--- config.mk ---
export PLATFORM = sky130hd
export DESIGN_NAME = tri_next_expect
export DESIGN_NICKNAME = d
export VERILOG_FILES = /design/src/rtl/tri_chk_pkg.sv /design/src/rtl/tri_next_expect.sv
export SDC_FILE = /design/constraint.sdc
export NUM_CORES = 1
export LEC_CHECK = 0
export BUFFER_PORTS_ARGS = -buffer_cell sky130_fd_sc_hd__buf_2
export CORE_AREA = 4 4 41 43
export DETAILED_ROUTE_END_ITERATION = 8
export DIE_AREA = 0 0 45 47
export SLEW_MARGIN = 20
export SYNTH_ARGS = -nofsm -noshare
export SYNTH_HDL_FRONTEND = slang
export SYNTH_SLANG_ARGS = --single-unit
export TNS_END_PERCENT = 5
--- constraint.sdc ---
create_clock -name vclk -period 2.07
set_input_delay 0.414 -clock vclk [all_inputs]
set_output_delay 0.414 -clock vclk [all_outputs]
set_load 0.005 [all_outputs]
--- src/rtl/tri_chk_pkg.sv ---
// Shared types for the triangle-sequence checker: FSM state encoding and direction constants.
package tri_chk_pkg;

    typedef enum logic [1:0] {
        HUNT = 2'd0,
        SYNC = 2'd1,
        LOCK = 2'd2
    } tri_state_t;

    localparam logic UP   = 1'b0;
    localparam logic DOWN = 1'b1;

endpackage

--- src/rtl/tri_next_expect.sv ---
// Predicts the next triangle value from prev and direction, flagging a turnaround step.
module tri_next_expect
    import tri_chk_pkg::*;
#(
    parameter int unsigned WIDTH   = 4,
    parameter int unsigned MAX_VAL = 15
) (
    input  logic [WIDTH-1:0] i_prev,
    input  logic             i_dir_down,
    output logic [WIDTH-1:0] o_expect,
    output logic             o_flip,
    output logic             o_prev_ok
);

    localparam logic [WIDTH-1:0] MAXV = WIDTH'(MAX_VAL);

    // Endpoints reflect instead of wrapping, so +1/-1 is never taken at MAX_VAL/0.
    always_comb begin
        o_expect  = '0;
        o_flip    = 1'b0;
        o_prev_ok = (i_prev <= MAXV);
        if (i_dir_down == UP) begin
            if (i_prev == MAXV) begin
                o_expect = MAXV - WIDTH'(1);
                o_flip   = 1'b1;
            end else begin
                o_expect = i_prev + WIDTH'(1);
            end
        end else begin
            if (i_prev == '0) begin
                o_expect = WIDTH'(1);
                o_flip   = 1'b1;
            end else begin
                o_expect = i_prev - WIDTH'(1);
            end
        end
    end

endmodule

==> results of run 1 <==
[power breakdown]
| group | internal (mW) | total, mW | switching (mW) |
|---|---|---|---|
| Clock | 0 | 0 | 0 |
| Combinational | 0.0219 | 0.0491 | 0.0272 |
| Sequential | 0 | 0 | 0 |
| Total | 0.0219 | 0.0491 | 0.0272 |
[cell families (layout without fill, tap and decap cells)]
family | after synthesis | count (layout) | synth area share, %
AO/OA/AOI/OAI | 12 | 12 | 36.8
adder cells (fa/ha/maj) | 3 | 3 | 16.2
buffers and inverters | 7 | 14 | 16.8
other | 1 | 1 | 1.62
AND/OR/NAND/NOR | 10 | 10 | 28.6
[critical path, cell delays in order]
cell	delay (ps)
sky130_fd_sc_hd__buf_2	140
sky130_fd_sc_hd__inv_1	90
sky130_fd_sc_hd__ha_1	280
sky130_fd_sc_hd__nor4_2	260
sky130_fd_sc_hd__a211oi_1	100
sky130_fd_sc_hd__a21oi_1	110
sky130_fd_sc_hd__buf_2	120
[layer usage]
layer	vias to the layer above	global-route usage (%)	wire length (um)
li1	136	-	-
met3	0	0	37
met5	-	0	0
met1	118	7.42	296
met2	8	9.60	226
met4	0	0	0
[Yosys cell counts, drive strengths merged]
library cell	instances	area, sq um
ha	3	37.5
a31oi	1	6.26
and4b	1	11.3
nor2	1	3.75
o31ai	1	7.51
a32o	1	10.0
nand3	1	5.00
a311oi	1	8.76
a22o	1	8.76
o221ai	1	8.76
nand2b	1	6.26
nor4	1	6.26
a21oi	3	15.0
and2	1	7.51
o21ai	1	5.00
nand2	1	3.75
inv	4	15.0
nor2b	2	12.5
conb	1	3.75
a21o	1	7.51
buf	3	23.8
a211oi	1	7.51
or4b	1	10.0
[area by class of cell]
class,instances,area (sq um),area share [%]
multi-input combinational,26,199,70.4
timing repair buffer,10,50.0,17.7
tap,15,18.8,6.64
inverter,4,15.0,5.31
[metrics by stage]
step	worst slack, ps	total power [mW]	instance area [sq um]	hold WS, ps
after floorplan	456	0.0321	231	879
after global placement	129	0.0473	277	1160
after detailed placement	122	0.0484	277	1170
after CTS	109	0.0486	277	1170
after global routing	28.6	0.0561	283	1200
final	132	0.0491	283	1170
[how the worst max path moves through the flow]
stage	startpoint	end	slack (ps)	cells past startpoint
after floorplan	i_prev[2]	o_expect[3]	460	4
after global placement	i_prev[0]	o_expect[3]	130	7
after detailed placement	i_prev[0]	o_expect[3]	120	7
after CTS	i_prev[0]	o_expect[3]	110	7
after global routing	i_prev[0]	o_expect[3]	30	7
final	i_prev[0]	o_expect[3]	130	7
[what timing repair did]
item,4_1_cts,5_1_grt
resized for setup,0,1
setup endpoints to repair,0,1
endpoints found under the hold margin,0,0
buffers inserted,0,0
==> flow_metrics.py, run 1 <==
metrics = {
    "grt": {
        "grt_max_degree": 13,
        "grt_antenna_before_repair": 0,
        "number_of_global_route_vias_before_repair": 207,
        "grt_util_all_layers_pct": 5.27,
        "grt.overflow.total": 0,
        "grt_first_pass_wirelength_um": 876,
    },
    "floorplan": {
        "initial_utilization_pct": 17.8,
        "cell_row_count": 13,
        "dieArea_sq_um": 2120,
        "ios": 11,
        "floorplan.die.height_um": 47,
        "floorplan.core_area_sq_um": 1300,
        "die_w_um": 45,
    },
    "timing": {
        "slew_violations": 0,
        "setup_tns_ps": 0,
        "min_period_over_period_pct": 93.6,
        "rsz_0062_raised_after_global_routing": "false",
        "clock.fmax_mhz": 516,
        "hold_viol": 0,
        "period_needed_ps": 1940,
        "setup_violations": 0,
    },
    "worst_setup_path": {
        "timing_worst_setup_path_type": "in -> out",
        "worstPathRequired_ps": 1660,
        "critPathLaunchType": "input port",
        "timing.critical_path.to_type": "output pin",
        "critPathMaxFanout": 7,
        "worst_ep_arrival_time_ps": 1520,
    },
    "finish": {
        "fin_cells": 55,
        "area.sequential_sq_um": 0,
        "num-clock-buffers": 0,
        "antenna-diode-count": 0,
        "layout-area-overhead-vs-synth_pct": 22.2,
        "final_net_count": 50,
        "final_layout_size_suffix_gt1_share_pct": 32.5,
        "layout.sequential_cells": 0,
        "final_common_cell": "sky130_fd_sc_hd__buf_2",
        "fillers": 155,
        "end_of_flow_core_utilization_pct": 21.7,
        "leading_cell_types_in_the_layout_fill_and_taps_excluded": "sky130_fd_sc_hd__buf_2, sky130_fd_sc_hd__inv_1, sky130_fd_sc_hd__a21oi_1, sky130_fd_sc_hd__ha_1, sky130_fd_sc_hd__nor2b_1",
    },
    "synth": {
        "mappedNetlistNets": 41,
        "synth.yosys.seq_area_share_pct": 0,
        "yosysUniqueCellTypes": 25,
        "synthesis.instances": 33,
        "ys_warn_count": 0,
        "synthesis.area_sq_um": 231,
        "post_synth.cell_area_avg_sq_um": 7.01,
    },
    "power": {
        "total_leakage_power_nw": 0.138,
        "peakVddDrop_mv": 0.0428,
        "pwr_per_cell_area_nw_per_um2": 174,
    },
    "worst_hold_path": {
        "worst_hold_path.endpoint": "o_expect[3]",
        "type_of_the_most_critical_hold_path": "in -> out",
        "hp-start": "i_prev[3]",
        "hold_path_depth": 3,
    },
    "route": {
        "viasPerCell": 4.76,
        "vias": 262,
        "drt_drc_violations_left": 0,
        "router_iterations_before_antenna_repair": 4,
        "post_drt_wl_per_cell_um": 10.2,
        "drt_iter0_markers": 4,
        "drt-total-wl_um": 560,
        "ant_nets": 0,
    },
    "placed_design": {
        "port_buffers": 10,
        "detailedPlacementHpwl_um": 459,
        "gp_routability_congestion": 0.704,
        "dp.cells": 55,
    },
    "clock_network": {
        "post_cts_hold_buffer_count": 0,
    },
    "run_status": {
        "outcome": "completed",
    },
    "run": {
        "max_cap_viol_count": 0,
    },
}
Power figures use the tool's default switching activity.
==> run 2, diff against run 1 <==
--- a/config.mk
+++ b/config.mk
@@ -9,7 +9,8 @@
 export CORE_AREA = 4 4 41 43
 export DETAILED_ROUTE_END_ITERATION = 8
 export DIE_AREA = 0 0 45 47
-export SLEW_MARGIN = 20
+export PLACE_DENSITY = 0.42
+export SLEW_MARGIN = 30
 export SYNTH_ARGS = -nofsm -noshare
 export SYNTH_HDL_FRONTEND = slang
 export SYNTH_SLANG_ARGS = --single-unit
==> run 2 against run 1 <==
Against the previous run:
- critical path type unchanged
- utilization grew 0.096 points
- global-route usage grew 0.55 points
- critical path depth is the same
- fmax grew 1.8%
- worst setup slack gained 34 ps
- power is essentially flat
- highest routed layer unchanged
- worst hold slack lost 14 ps
==> flow_metrics.py, run 2 (synthesis gave the netlist of run 1 again) <==
metrics = {
    "floorplan": {
        "initial_utilization_pct": 17.8,
        "floorplan.core_area_sq_um": 1300,
        "dieArea_sq_um": 2120,
        "floorplan.die.height_um": 47,
        "die_w_um": 45,
        "cell_row_count": 13,
        "ios": 11,
    },
    "finish": {
        "final_common_cell": "sky130_fd_sc_hd__buf_2",
        "fin_cells": 56,
        "layout-area-overhead-vs-synth_pct": 22.7,
        "fillers": 167,
        "multiInputGateArea_sq_um": 193,
        "final_layout_size_suffix_gt1_share_pct": 31.7,
        "leading_cell_types_in_the_layout_fill_and_taps_excluded": "sky130_fd_sc_hd__buf_2, sky130_fd_sc_hd__inv_1, sky130_fd_sc_hd__a21oi_1, sky130_fd_sc_hd__ha_1, sky130_fd_sc_hd__nor2b_1",
        "final_net_count": 51,
        "stdcell_area_sq_um": 284,
        "area.sequential_sq_um": 0,
        "num-clock-buffers": 0,
        "antenna-diode-count": 0,
        "layout.sequential_cells": 0,
        "end_of_flow_core_utilization_pct": 21.8,
    },
    "route": {
        "drt_iter0_markers": 2,
        "drt-total-wl_um": 551,
        "vias": 244,
        "viasPerCell": 4.36,
        "ant_nets": 0,
        "router_iterations_before_antenna_repair": 2,
        "post_drt_wl_per_cell_um": 9.84,
        "drt_drc_violations_left": 0,
    },
    "worst_setup_path": {
        "slowest_stage_delay_on_critical_path_ps": 280,
        "cpMostUsedCell": "sky130_fd_sc_hd__buf_2",
        "critPathMaxFanout": 6,
        "worst_ep_arrival_time_ps": 1490,
        "cpMaxStageDelayCell": "sky130_fd_sc_hd__nor4_1",
        "worst_setup_path_startpoint": "i_prev[1]",
        "crit_chain": "buf_2 -> inv_1 -> ha_1 -> nor4_1 -> a211oi_1 -> a21oi_1 -> buf_2",
        "timing.critical_path.to_type": "output pin",
        "critPathLaunchType": "input port",
        "timing_worst_setup_path_type": "in -> out",
        "worstPathRequired_ps": 1660,
    },
    "clock_network": {
        "post_cts_setup_bufs": 0,
        "ctsResizeCount": 0,
        "post_cts_hold_buffer_count": 0,
    },
    "power": {
        "pwr-share-clk_pct": 0,
        "post-layout-total-power_mw": 0.0491,
        "p_int_mw": 0.0228,
        "switching_share_pct": 53.6,
        "total_leakage_power_nw": 0.142,
        "comb_power_share_pct": 100.0,
        "pwr_per_cell_area_nw_per_um2": 173,
        "peakVddDrop_mv": 0.0517,
        "sequential_share_of_power_pct": 0,
        "power.switching_mw": 0.0263,
    },
    "timing": {
        "setup_tns_ps": 0,
        "fin_worst_hold_slack_ps": 1150,
        "clock.fmax_mhz": 525,
        "period_needed_ps": 1900,
        "hold_viol": 0,
        "setup_violations": 0,
        "rsz_0062_raised_after_global_routing": "false",
        "slew_violations": 0,
        "post-route-worst-setup-slack_ps": 166,
        "min_period_over_period_pct": 92.0,
    },
    "grt": {
        "top_usage_layer": "met1",
        "grt_antenna_before_repair": 0,
        "grt_max_degree": 13,
        "grt.overflow.total": 0,
        "global_route.usage.met1_pct": 9.89,
        "globalRouteMet2Util_pct": 8.47,
        "grt_util_all_layers_pct": 5.82,
        "grt.met3_usage_pct": 0,
        "number_of_global_route_vias_before_repair": 217,
        "grt_first_pass_wirelength_um": 986,
    },
    "placed_design": {
        "detailedPlacementHpwl_um": 447,
        "gp_routability_congestion": 0.709,
        "dp.cells": 56,
        "pre_cts_ws_ps": 165,
        "port_buffers": 10,
        "dpl_cell_area_sq_um": 284,
    },
    "run": {
        "max_cap_viol_count": 0,
    },
    "worst_hold_path": {
        "hp-start": "i_prev[3]",
        "type_of_the_most_critical_hold_path": "in -> out",
    },
    "run_status": {
        "outcome": "completed",
    },
}
[run 2: cell count changes in the layout (fill, tap and decap cells not counted), sizes merged]
cell | before | now
buf | 10 | 11
[run 2: worst paths after layout]
path / to / cells after the start
min: o_expect[3] / 3
max: o_expect[3] / 7
[run 2: power groups by stage]
stage          clock, mW  sequential [mW]  combinational (mW)
4_1_cts                0                0              0.0500
3_3_place_gp           0                0              0.0497
6_report               0                0              0.0491
3_5_place_dp           0                0              0.0498
2_1_floorplan          0                0              0.0321
5_1_grt                0                0              0.0572
[run 2: layout make-up]
| class | instances | area share (%) |
|---|---|---|
| Multi-Input combinational cell | 26 | 67.8 |
| Inverter | 4 | 5.29 |
| Tap cell | 15 | 6.61 |
| Timing Repair Buffer | 11 | 20.3 |
[run 2: critical path, delay by kind of cell]
| kind | cells | cell delay, ps |
|---|---|---|
| fa+ha+maj | 1 | 250 |
| simple gates | 1 | 280 |
| compound gates | 2 | 220 |
| buf+inv | 3 | 320 |
[run 2: metal layers]
layer  routed length [um]  vias up
met2                  230        7
met4                    0        0
met3                   39        0
met5                    0        -
met1                  281      101
li1                     -      136
==> run 3, diff against run 2 <==
--- a/config.mk
+++ b/config.mk
@@ -10,6 +10,7 @@
 export DETAILED_ROUTE_END_ITERATION = 8
 export DIE_AREA = 0 0 45 47
 export PLACE_DENSITY = 0.42
+export REMOVE_ABC_BUFFERS = 1
 export SLEW_MARGIN = 30
 export SYNTH_ARGS = -nofsm -noshare
 export SYNTH_HDL_FRONTEND = slang
==> run 3 against run 2 <==
Against the previous run:
- first-iteration DRC count stayed put
- highest routed layer unchanged
- cell area did not move
- fmax fell by 0.11%
- largest power group unchanged
- power grew 0.80%
- worst setup slack worse by 2.1 ps
- combinational power grew 0.8%
- non-clock buffer count unchanged
- via count is 1.6% higher
- critical path type unchanged
- utilization stayed put
- worst hold slack better by 7.7 ps
- routed wire length grew 2.2%
==> flow_metrics.py, run 3 (synthesis gave the netlist of run 1 again) <==
metrics = {
    "run_status": {
        "outcome": "completed",
    },
    "worst_setup_path": {
        "critPathMaxFanout": 6,
        "timing_worst_setup_path_type": "in -> out",
        "worst_setup_path_startpoint": "i_prev[1]",
        "timing.critical_path.to_type": "output pin",
        "critPathLaunchType": "input port",
        "worstPathRequired_ps": 1660,
        "critical_path.endpoint": "o_expect[3]",
        "worst_ep_arrival_time_ps": 1490,
    },
    "finish": {
        "num-clock-buffers": 0,
        "final_net_count": 51,
        "area.sequential_sq_um": 0,
        "final_layout_size_suffix_gt1_share_pct": 31.7,
        "fin_cells": 56,
        "antenna-diode-count": 0,
        "leading_cell_types_in_the_layout_fill_and_taps_excluded": "sky130_fd_sc_hd__buf_2, sky130_fd_sc_hd__inv_1, sky130_fd_sc_hd__a21oi_1, sky130_fd_sc_hd__ha_1, sky130_fd_sc_hd__nor2b_1",
        "layout.sequential_cells": 0,
        "layout-area-overhead-vs-synth_pct": 22.7,
        "final_common_cell": "sky130_fd_sc_hd__buf_2",
    },
    "timing": {
        "setup_violations": 0,
        "fin_worst_hold_slack_ps": 1160,
        "rsz_0062_raised_after_global_routing": "false",
        "slew_violations": 0,
        "hold_viol": 0,
        "min_period_over_period_pct": 92.1,
        "setup_tns_ps": 0,
        "clock.fmax_mhz": 525,
        "period_needed_ps": 1910,
    },
    "grt": {
        "grt_antenna_before_repair": 0,
        "grt_max_degree": 13,
        "grt_first_pass_wirelength_um": 1040,
        "number_of_global_route_vias_before_repair": 228,
        "grt.overflow.total": 0,
        "grt_util_all_layers_pct": 6.14,
    },
    "clock_network": {
        "post_cts_setup_bufs": 0,
        "ctsResizeCount": 0,
        "post_cts_hold_buffer_count": 0,
    },
    "route": {
        "drt-total-wl_um": 563,
        "viasPerCell": 4.43,
        "drt_drc_violations_left": 0,
        "ant_nets": 0,
        "drt_iter0_markers": 2,
        "vias": 248,
        "router_iterations_before_antenna_repair": 4,
        "post_drt_wl_per_cell_um": 10.1,
    },
    "floorplan": {
        "dieArea_sq_um": 2120,
        "initial_utilization_pct": 17.8,
        "floorplan.core_area_sq_um": 1300,
        "die_w_um": 45,
        "ios": 11,
        "floorplan.die.height_um": 47,
        "cell_row_count": 13,
    },
    "power": {
        "total_leakage_power_nw": 0.142,
        "post-layout-total-power_mw": 0.0495,
        "peakVddDrop_mv": 0.0512,
        "pwr_per_cell_area_nw_per_um2": 174,
    },
    "worst_hold_path": {
        "hold_path_depth": 3,
        "type_of_the_most_critical_hold_path": "in -> out",
    },
    "run": {
        "max_cap_viol_count": 0,
    },
    "placed_design": {
        "dp.cells": 56,
        "gp_routability_congestion": 0.745,
        "port_buffers": 10,
        "detailedPlacementHpwl_um": 475,
    },
}
run 3: cell counts in the layout (fill, tap and decap cells not counted):
No cell type changed its count.
run 3: cell type report:
class | instances | area [sq um]
Timing Repair Buffer | 11 | 57.6
Fill cell | 155 | 1020
Tap cell | 15 | 18.8
Inverter | 4 | 15.0
Multi-Input combinational cell | 26 | 193
run 3: worst min path at each step:
stage	slack (ps)	start	to
after global routing	1190	i_prev[3]	o_expect[3]
final	1160	i_prev[3]	o_expect[3]
after detailed placement	1160	i_prev[3]	o_expect[3]
after CTS	1160	i_prev[3]	o_expect[3]
after floorplan	880	i_prev[2]	o_expect[0]
after global placement	1170	i_prev[3]	o_expect[3]
run 3: worst max-delay path, cell delays in order:
cell,delay (ps)
sky130_fd_sc_hd__buf_2,130
sky130_fd_sc_hd__inv_1,70
sky130_fd_sc_hd__ha_1,250
sky130_fd_sc_hd__nor4_1,290
sky130_fd_sc_hd__a211oi_1,110
sky130_fd_sc_hd__a21oi_1,110
sky130_fd_sc_hd__buf_2,120
run 3: routing by layer:
| layer | vias to the layer above | share of wire, % | track usage (%) |
|---|---|---|---|
| met5 | - | 0 | 0 |
| met4 | 0 | 0 | 0 |
| met3 | 0 | 5.5 | 0.766 |
| met2 | 5 | 45 | 10.7 |
| met1 | 107 | 50 | 8.54 |
| li1 | 136 | - | - |
run 3: power breakdown:
| group | leakage [nW] | total [mW] | switching [mW] | internal, mW |
|---|---|---|---|---|
| clock network | 0 | 0 | 0 | 0 |
| registers | 0 | 0 | 0 | 0 |
| logic | 0.142 | 0.0495 | 0.0266 | 0.0229 |
| total | 0.142 | 0.0495 | 0.0266 | 0.0229 |
run 3: stage by stage:
step | area, sq um | utilization, % | setup slack, ps
5_1_grt | 284 | 21.8 | 47.8
3_3_place_gp | 284 | 21.8 | 158
6_report | 284 | 21.8 | 164
2_1_floorplan | 208 | - | 461
3_5_place_dp | 284 | 21.8 | 168
4_1_cts | 284 | 21.8 | 163
